File: config.mk
export PLATFORM = sky130hd
export DESIGN_NAME = dl11_console
export DESIGN_NICKNAME = d
export VERILOG_FILES = /design/src/rtl/dl11_pkg.sv /design/src/rtl/dl11_rx_fifo.sv /design/src/rtl/dl11_console.sv
export SDC_FILE = /design/constraint.sdc
export NUM_CORES = 1
export LEC_CHECK = 0
export ABC_CLOCK_PERIOD_IN_PS = 6880
export CORE_UTILIZATION = 58
export DETAILED_ROUTE_END_ITERATION = 12
export PLACE_DENSITY = 0.85
export SYNTH_ARGS = -nofsm -noshare
export SYNTH_HDL_FRONTEND = slang
export SYNTH_HIERARCHICAL = 1
export SYNTH_SLANG_ARGS = --single-unit
export TNS_END_PERCENT = 30
File: constraint.sdc
create_clock -name clk -period 6.88 [get_ports clk]
set_input_delay 1.032 -clock clk [delete_from_list [all_inputs] [get_ports clk]]
set_output_delay 1.032 -clock clk [all_outputs]
set_load 0.005 [all_outputs]
File: src/rtl/dl11_pkg.sv
// Shared definitions for the DL11 console register block:
// register offsets, bit positions, vectors and TX state encoding.
package dl11_pkg;

    localparam logic [1:0] REG_RCSR = 2'd0;
    localparam logic [1:0] REG_RBUF = 2'd1;
    localparam logic [1:0] REG_XCSR = 2'd2;
    localparam logic [1:0] REG_XBUF = 2'd3;

    localparam int BIT_DONE = 7;
    localparam int BIT_IE   = 6;
    localparam int BIT_ERR  = 15;
    localparam int BIT_OVR  = 14;

    localparam logic [7:0] RX_VEC = 8'o60;
    localparam logic [7:0] TX_VEC = 8'o64;

    typedef enum logic [1:0] {
        TX_IDLE,
        TX_WAITB,
        TX_BUSY
    } tx_state_t;

endpackage

File: src/rtl/dl11_rx_fifo.sv
// Receive byte FIFO; pointers carry one extra wrap bit so
// full and empty fall out of a plain pointer comparison.
module dl11_rx_fifo
    import dl11_pkg::*;
#(
    parameter int RXDEPTH = 8,
    parameter int RXAW    = 3
) (
    input  logic       clk,
    input  logic       reset,
    input  logic       push,
    input  logic       pop,
    input  logic [7:0] din,
    output logic [7:0] head,
    output logic       full,
    output logic       empty
);

    logic [7:0]    r_mem [RXDEPTH];
    logic [RXAW:0] r_wr;
    logic [RXAW:0] r_rd;
    logic          w_push;
    logic          w_pop;

    assign empty = (r_wr == r_rd);
    assign full  = (r_wr[RXAW] != r_rd[RXAW]) &&
                   (r_wr[RXAW-1:0] == r_rd[RXAW-1:0]);
    assign head  = r_mem[r_rd[RXAW-1:0]];

    // A pop on the same edge frees the slot a full push writes into.
    assign w_pop  = pop & ~empty;
    assign w_push = push & (~full | w_pop);

    always_ff @(posedge clk or posedge reset) begin
        if (reset) begin
            r_wr <= '0;
            r_rd <= '0;
        end else begin
            if (w_push) r_wr <= r_wr + 1'b1;
            if (w_pop)  r_rd <= r_rd + 1'b1;
        end
    end

    always_ff @(posedge clk) begin
        if (w_push) r_mem[r_wr[RXAW-1:0]] <= din;
    end

endmodule

File: src/rtl/dl11_console.sv
// DL11-style console registers: RX FIFO intake, TX handshake FSM
// and separate latched receive/transmit interrupt requests.
module dl11_console
    import dl11_pkg::*;
#(
    parameter int RXDEPTH = 8,
    parameter int RXAW    = 3
) (
    input  logic        clk,
    input  logic        reset,
    input  logic        cs,
    input  logic [1:0]  adr,
    input  logic        rd,
    input  logic        we,
    input  logic [15:0] din,
    output logic [15:0] dout,
    input  logic [7:0]  rx_byte,
    input  logic        rx_ready,
    output logic        rx_read,
    output logic [7:0]  tx_byte,
    output logic        tx_send,
    input  logic        tx_busy,
    output logic        rx_irq,
    output logic        tx_irq,
    input  logic        rx_iak,
    input  logic        tx_iak
);

    tx_state_t   r_state;
    tx_state_t   w_state_nxt;
    logic [15:0] r_dout;
    logic [7:0]  r_tx_byte;
    logic        r_rx_read;
    logic        r_tx_send;
    logic        r_rie;
    logic        r_xie;
    logic        r_ovr;
    logic        r_rx_cond;
    logic        r_tx_cond;
    logic        r_rx_irq;
    logic        r_tx_irq;

    logic        w_rd;
    logic        w_wr;
    logic        w_intake;
    logic        w_pop;
    logic        w_push;
    logic        w_full;
    logic        w_empty;
    logic [7:0]  w_head;
    logic        w_ready;
    logic        w_start;
    logic        w_rx_cond;
    logic        w_tx_cond;
    logic [15:0] w_rdata;
    logic        w_unused;

    assign w_rd = cs & rd;
    assign w_wr = cs & we;

    // The acknowledge cycle masks the receiver's still-asserted ready.
    assign w_intake = rx_ready & ~r_rx_read;
    assign w_pop    = w_rd & (adr == REG_RBUF) & ~w_empty;
    assign w_push   = w_intake & (~w_full | w_pop);

    assign w_ready   = (r_state == TX_IDLE) & ~tx_busy;
    assign w_start   = w_wr & (adr == REG_XBUF) & w_ready;
    assign w_rx_cond = r_rie & ~w_empty;
    assign w_tx_cond = r_xie & w_ready;
    assign w_unused  = ^din[15:8];

    dl11_rx_fifo #(
        .RXDEPTH (RXDEPTH),
        .RXAW    (RXAW)
    ) u_fifo (
        .clk   (clk),
        .reset (reset),
        .push  (w_push),
        .pop   (w_pop),
        .din   (rx_byte),
        .head  (w_head),
        .full  (w_full),
        .empty (w_empty)
    );

    always_comb begin
        w_rdata = '0;
        unique case (adr)
            REG_RCSR: begin
                w_rdata[BIT_DONE] = ~w_empty;
                w_rdata[BIT_IE]   = r_rie;
            end
            REG_RBUF: begin
                if (!w_empty) w_rdata[7:0] = w_head;
                w_rdata[BIT_ERR] = r_ovr;
                w_rdata[BIT_OVR] = r_ovr;
            end
            REG_XCSR: begin
                w_rdata[BIT_DONE] = w_ready;
                w_rdata[BIT_IE]   = r_xie;
            end
            REG_XBUF: w_rdata = '0;
        endcase
    end

    always_comb begin
        w_state_nxt = r_state;
        unique case (r_state)
            TX_IDLE:  if (w_start) w_state_nxt = TX_WAITB;
            TX_WAITB: if (tx_busy) w_state_nxt = TX_BUSY;
            TX_BUSY:  if (!tx_busy) w_state_nxt = TX_IDLE;
            default:  w_state_nxt = TX_IDLE;
        endcase
    end

    always_ff @(posedge clk or posedge reset) begin
        if (reset) begin
            r_state   <= TX_IDLE;
            r_dout    <= '0;
            r_tx_byte <= '0;
            r_rx_read <= 1'b0;
            r_tx_send <= 1'b0;
            r_rie     <= 1'b0;
            r_xie     <= 1'b0;
            r_ovr     <= 1'b0;
            r_rx_cond <= 1'b0;
            r_tx_cond <= 1'b0;
            r_rx_irq  <= 1'b0;
            r_tx_irq  <= 1'b0;
        end else begin
            r_state   <= w_state_nxt;
            r_rx_read <= w_intake;
            r_tx_send <= w_start;
            r_rx_cond <= w_rx_cond;
            r_tx_cond <= w_tx_cond;
            if (w_start) r_tx_byte <= din[7:0];
            if (w_rd) r_dout <= w_rdata;
            if (w_wr && adr == REG_RCSR) r_rie <= din[BIT_IE];
            if (w_wr && adr == REG_XCSR) r_xie <= din[BIT_IE];
            if (w_intake && w_full && !w_pop) r_ovr <= 1'b1;
            else if (w_rd && adr == REG_RBUF) r_ovr <= 1'b0;
            // Acknowledge or a cleared enable beats a same-cycle set.
            if (rx_iak || !r_rie) r_rx_irq <= 1'b0;
            else if (w_rx_cond && !r_rx_cond) r_rx_irq <= 1'b1;
            if (tx_iak || !r_xie) r_tx_irq <= 1'b0;
            else if (w_tx_cond && !r_tx_cond) r_tx_irq <= 1'b1;
        end
    end

    assign dout    = r_dout;
    assign rx_read = r_rx_read;
    assign tx_byte = r_tx_byte;
    assign tx_send = r_tx_send;
    assign rx_irq  = r_rx_irq;
    assign tx_irq  = r_tx_irq;

endmodule

## After elaboration in Yosys (flattened, before gate mapping)

Memory sizes are Yosys's and may differ from the RTL's.
Cells that the tools add are included.

- Add/sub/neg operators: 2
- Reductions and logical operators: 21
- Bitwise gates (word level): 19
- Equality and inequality tests: 11
- Multiplexer cells: 16

Operator list:

| kind | number |
|---|---|
| $and 1x1->1 | 13 |
| $add 4x1->4 const B | 2 |
| $logic_and 1x1->1 | 8 |
| $mux 1 | 8 |
| $mux 2 | 4 |
| $mux 8 | 1 |
| $pmux 2 s4 | 1 |
| $eq 2x2->1 const B | 3 |
| $mux 6 | 1 |
| $ne 2x2->1 const B | 3 |
| $pmux 2 s3 | 1 |
| $reduce_bool 2->1 | 3 |
| $logic_not 1->1 | 5 |
| $eq 2x1->1 const B | 2 |
| $eq 4x4->1 | 1 |
| $logic_not 2->1 | 2 |
| $not 1->1 | 4 |
| $eq 3x3->1 | 1 |
| $reduce_and 3->1 | 1 |
| $logic_or 1x1->1 | 2 |
| $or 1x1->1 | 2 |
| $ne 1x1->1 | 1 |

- Bits in writable memories: 64
- Logic and storage cells: 84
- Memories: 1
- Bits in registers: 37

Memory list:

| name | words | bits a word | rd ports | clocked after memory_dff | write ports | RTL line | text |
|---|---|---|---|---|---|---|---|
| u_fifo.r_mem | 8 | 8 | 1 | 0 | 1 | dl11_rx_fifo.sv:19 | `logic [7:0] r_mem [RXDEPTH];` |

## Longest topological paths before layout

- Word-level depth: 8
- Gate-level depth with buffers: 12

## Hierarchy

Netlist, hierarchy kept.

By module, submodules not included:

| module | area each (µm²) | sequential area each (µm²) | cells each | instances |
|---|---|---|---|---|
| dl11_rx_fifo | 3,095.5 | 2,122.0 | 151 | 1 |
| dl11_console | 1,173.6 | 700.7 | 91 | 1 |

## Worst setup path before layout

OpenSTA, ideal clock, no wires.

- Path kind: input port to flip-flop
- Start point: input adr[1]
- End point: memory u_fifo.r_mem[4][0], enable pin
- Path buffers: 1
- Cell stages on the path: 6
- Arrival: 3.329 ns
- Path slack: 3.157 ns
- Library setup time: 0.395 ns
- Required time: 6.485 ns
- Cell sequence: clkbuf_2 -> nand4b_1 -> or2_2 -> a21boi_0 -> nand2_1 -> nor4_1

- Longest elaborated chain between the ends: 8

RTL lines:

| element | RTL line | text |
|---|---|---|
| start: declaration | dl11_console.sv:12 | `input logic [1:0] adr,` |
| $eq 2x1->1 | dl11_console.sv:63 | `assign w_pop = w_rd & (adr == REG_RBUF) & ~w_empty;` |
| $and 1x1->1 (2 in series) | dl11_console.sv:63 |  |
| $or 1x1->1 | dl11_console.sv:64 | `assign w_push = w_intake & (~w_full \| w_pop);` |
| $and 1x1->1 | dl11_console.sv:64 |  |
| net w_push | dl11_console.sv:47 | `logic w_push;` |
| $and 1x1->1 | dl11_rx_fifo.sv:32 | `assign w_push = push & (~full \| w_pop);` |
| $mux 1 | dl11_rx_fifo.sv:45 | `if (w_push) r_mem[r_wr[RXAW-1:0]] <= din;` |
| $mux 1 (not written as such) | dl11_rx_fifo.sv:45 |  |
| end: declaration | dl11_rx_fifo.sv:19 |  |

The timed path passes the listed nets, and every way through them passes these cells.

## Final worst setup path

- Start point: register u_fifo.r_rd[0]
- End point: memory u_fifo.r_mem[4][7], enable pin

- Longest elaborated chain between the ends: 8

RTL lines:

| element | RTL line | text |
|---|---|---|
| start: declaration | dl11_rx_fifo.sv:21 | `logic [RXAW:0] r_rd;` |
| start signal: assignment | dl11_rx_fifo.sv:40 | `if (w_pop) r_rd <= r_rd + 1'b1;` |
| $eq 4x4->1 | dl11_rx_fifo.sv:25 | `assign empty = (r_wr == r_rd);` |
| net w_empty | dl11_console.sv:49 | `logic w_empty;` |
| $not 1->1 | dl11_console.sv:63 |  |
| $and 1x1->1 | dl11_console.sv:63 |  |
| $or 1x1->1 | dl11_console.sv:64 |  |
| $and 1x1->1 | dl11_console.sv:64 |  |
| net w_push | dl11_console.sv:47 |  |
| $and 1x1->1 | dl11_rx_fifo.sv:32 |  |
| $mux 1 | dl11_rx_fifo.sv:45 |  |
| $mux 1 (not written as such) | dl11_rx_fifo.sv:45 |  |

The timed path passes the listed nets, and every way through them passes these cells.

==> run_results.csv <==
group,metric,value,unit
grt,grt_first_pass_wirelength,11430,um
setup_path,cp_top_family,"simple AND/OR/NAND/NOR gates",
clock_network,htree_levels,3,
synth,synth_flop_cell,"edfxtp_1",
sta,finalClockSkew,0.006206,ns
synth,synth.cell_area,4269,um2
synth,synth_edf_count,64,
clock_network,cts.sink_count,100,
setup_path,cp.depth,8,
setup_path,crit_type,"register to register",
place,place_ws,2.223,ns
final_layout,n_antenna_cell,0,
place,port_buffers,48,
clock_network,cts_tree,"yes",
clock_network,cts_resized,0,
power_and_ir_drop,p_total,0.001685,W
sta,rsz0062_at_grt,"false",
die,core,6944,um2
setup_path,reg2reg_from,"u_fifo/r_rd[0]",
synth,synthCells,242,
final_layout,areaGrowthSynthToFinish,16.35,%
sta,finalHoldViolCount,0,
final_layout,nets,331,
routing,met3_length,366,um
setup_path,cpPeakStageDelay,1.10,ns
routing,vias,2237,
die,initial_core_util,61.48,%
run,cap_violations,0,
synth,async_reset_ff_share,36.00,%
final_layout,drive_above_1_share,20.07,%
sta,slew_headroom,24.51,%
setup_path,worstSetupEndpoint,"u_fifo/r_mem[4][7]",
synth,ys_seq_area_share,66.12,%
power_and_ir_drop,swShare,30.67,%
clock_network,clk_latency,0.35,ns
grt,grt_start_max_net_pins,29,
sta,finalWorstSetupSlack,2.458,ns
setup_path,start_kind,"register",
place,hpwl,5100,um
clock_network,cts_buffers,9,
sta,fmaxAchievable,0.2262,GHz
final_layout,post-route-util,71.53,%
setup_path,critical_path_required,6.95,ns
synth,ys_warn_count,6,
routing,met1Wirelength,2957,um
routing,routedWlPerCell,18.69,um
setup_path,endpoint_kind,"register",
final_layout,layoutNonFillerInstCount,395,
setup_path,timing.rr.end,"u_fifo/r_mem[4][7]",
routing,drc,0,
setup_path,crit_arrival,4.49,ns
setup_path,cp-startpoint,"u_fifo/r_rd[0]",
sta,setup_violations,0,
synth,ys_types,52,
synth,ys_seq_elements,100,
routing,routed_wl,7383,um
final_layout,mostFrequentLayoutCell,"edfxtp_1",
routing,drt_pass1_iterations,4,
power_and_ir_drop,vdd_drop_max,148.7,uV
grt,antenna_found_initial,0,
setup_path,crit_chain,"xnor2_2 > nand3_2 > nor2_1 > or2_2 > a21boi_0 > nand2_1 > nor4_1 > buf_4",
routing,met2RoutedLength,3981,um
power_and_ir_drop,clkPwrFrac,20.2,%
hold_path,hold_class,"register to register",
clock_network,clock_path_buffers,2,
grt,track_usage,20.95,%
setup_path,cpMaxStageDelayCell,"dfrtp_1",
routing,ant_nets,0,
setup_path,r2r_slack,2.46,ns
grt,grt-ovfl-total,0,
routing,viasPerCell,5.663,
clock_network,clk_pin_slew_worst_paths,0.10,ns
power_and_ir_drop,p_leak,1.819,nW
setup_path,reg2reg_depth,8,
grt,grt_pass1_vias,2210,
sta,fin_tns_setup,0,ns
setup_path,crit_buf_inv,1,
clock_network,post-cts-setup-buffers,0,
clock_network,hold_buffers,0,
routing,highest_layer,"met4",
final_layout,mostFrequentLayoutCells,"edfxtp_1, clkdlybuf4s50_1, dfrtp_1",
power_and_ir_drop,powerDensity,339.3,nW/um2
power_and_ir_drop,p_int,0.001168,W
die,dieArea,7708,um2
setup_path,critPathMaxFanout,20,
outcome,outcome,"completed",
die,dieWidth,87.80,um
sta,timing.final.crit_share,64.27,%
place,gp_congestion,0.7824,
power_and_ir_drop,comb_power_share,28.3,%
place,dp.cells,379,
die,die_y,87.80,um
hold_path,min_path_cells,1,
sta,min_period,4.422,ns
power_and_ir_drop,p_switching,0.0005170,W
sta,drv_slew,0,
routing,drt-initial-drc-count,92,
power_and_ir_drop,power_frac_seq,51.5,%
sta,tightest_slew,1.132,ns
die,ioPinCount,63,
die,fp-row-count,30,
synth,syn_area_per_cell,17.64,um2
clock_network,clockRootBuffer,"clkbuf_8",
[cell families after synthesis]
group / share of synthesized area, %
flip-flops: 66.12
multiplexers: 15.36
adder cells (fa/ha/maj): 0.5861
other: 0.08784
XOR/XNOR: 2.579
buffers and inverters: 4.073
AND/OR/NAND/NOR: 6.594
AO/OA/AOI/OAI: 4.602
[synthesized netlist by cell type, types with 6 or more instances]
library cell,instances,area share [%]
nor2_1,8,0.70
mux2_2,10,2.6
a22o_1,6,1.2
mux4_2,8,4.2
buf_4,7,1.2
inv_1,6,0.53
mux2_4,8,2.8
mux4_1,8,4.9
edfxtp_1,64,45
nand2_1,8,0.70
nor3_1,6,0.70
dfrtp_1,36,21
[how the worst min path moves through the flow]
stage,endpoint,slack (ns),startpoint
6_report,rx_read,0.46,rx_read
5_1_grt,rx_read,0.49,rx_read
4_1_cts,rx_read,0.46,rx_read
3_5_place_dp,rx_read,0.45,rx_read
3_3_place_gp,rx_read,0.44,rx_read
2_1_floorplan,rx_read,0.45,rx_read
[layer usage]
metal	GRT usage, %	up-vias
li1	-	1033
met1	25.83	1123
met2	36.86	71
met3	4.241	10
met4	7.601	0
met5	0	-
[final cells by class]
class / count / area [um2]
repair buffers: 54 / 525.5
inverters: 7 / 26.28
clock inverters: 7 / 57.56
well taps: 96 / 120.1
multi-input cells: 122 / 1291
fillers: 439 / 1977
clock buffers: 9 / 123.9
flip-flops and latches: 100 / 2823
[state kept, by name, summed over array words and instances (netlist names)]
register	count
u_fifo/r_mem	64
dout	9
tx_byte	8
u_fifo/r_rd	4
u_fifo/r_wr	4
r_state	2
r_ovr	1
r_rie	1
r_rx_cond	1
r_tx_cond	1
r_xie	1
rx_irq	1
rx_read	1
tx_irq	1
tx_send	1
[per-stage QoR]
step,hold slack [ns],area (um2)
after global placement,0.4415,4786
final,0.4600,4967
after floorplan,0.4475,4288
after CTS,0.4642,4967
after global routing,0.4904,4967
after detailed placement,0.4513,4786
[power by group through the flow]
stage / Sequential, W / Clock (W) / Combinational [W]
after floorplan: 0.000792 / 0 / 0.000440
after global placement: 0.000874 / 0 / 0.000459
after detailed placement: 0.000884 / 0 / 0.000482
after CTS: 0.000870 / 0.000349 / 0.000482
after global routing: 0.000886 / 0.000375 / 0.000515
final: 0.000868 / 0.000340 / 0.000477
No activity file was read; power rests on OpenSTA's default activity.
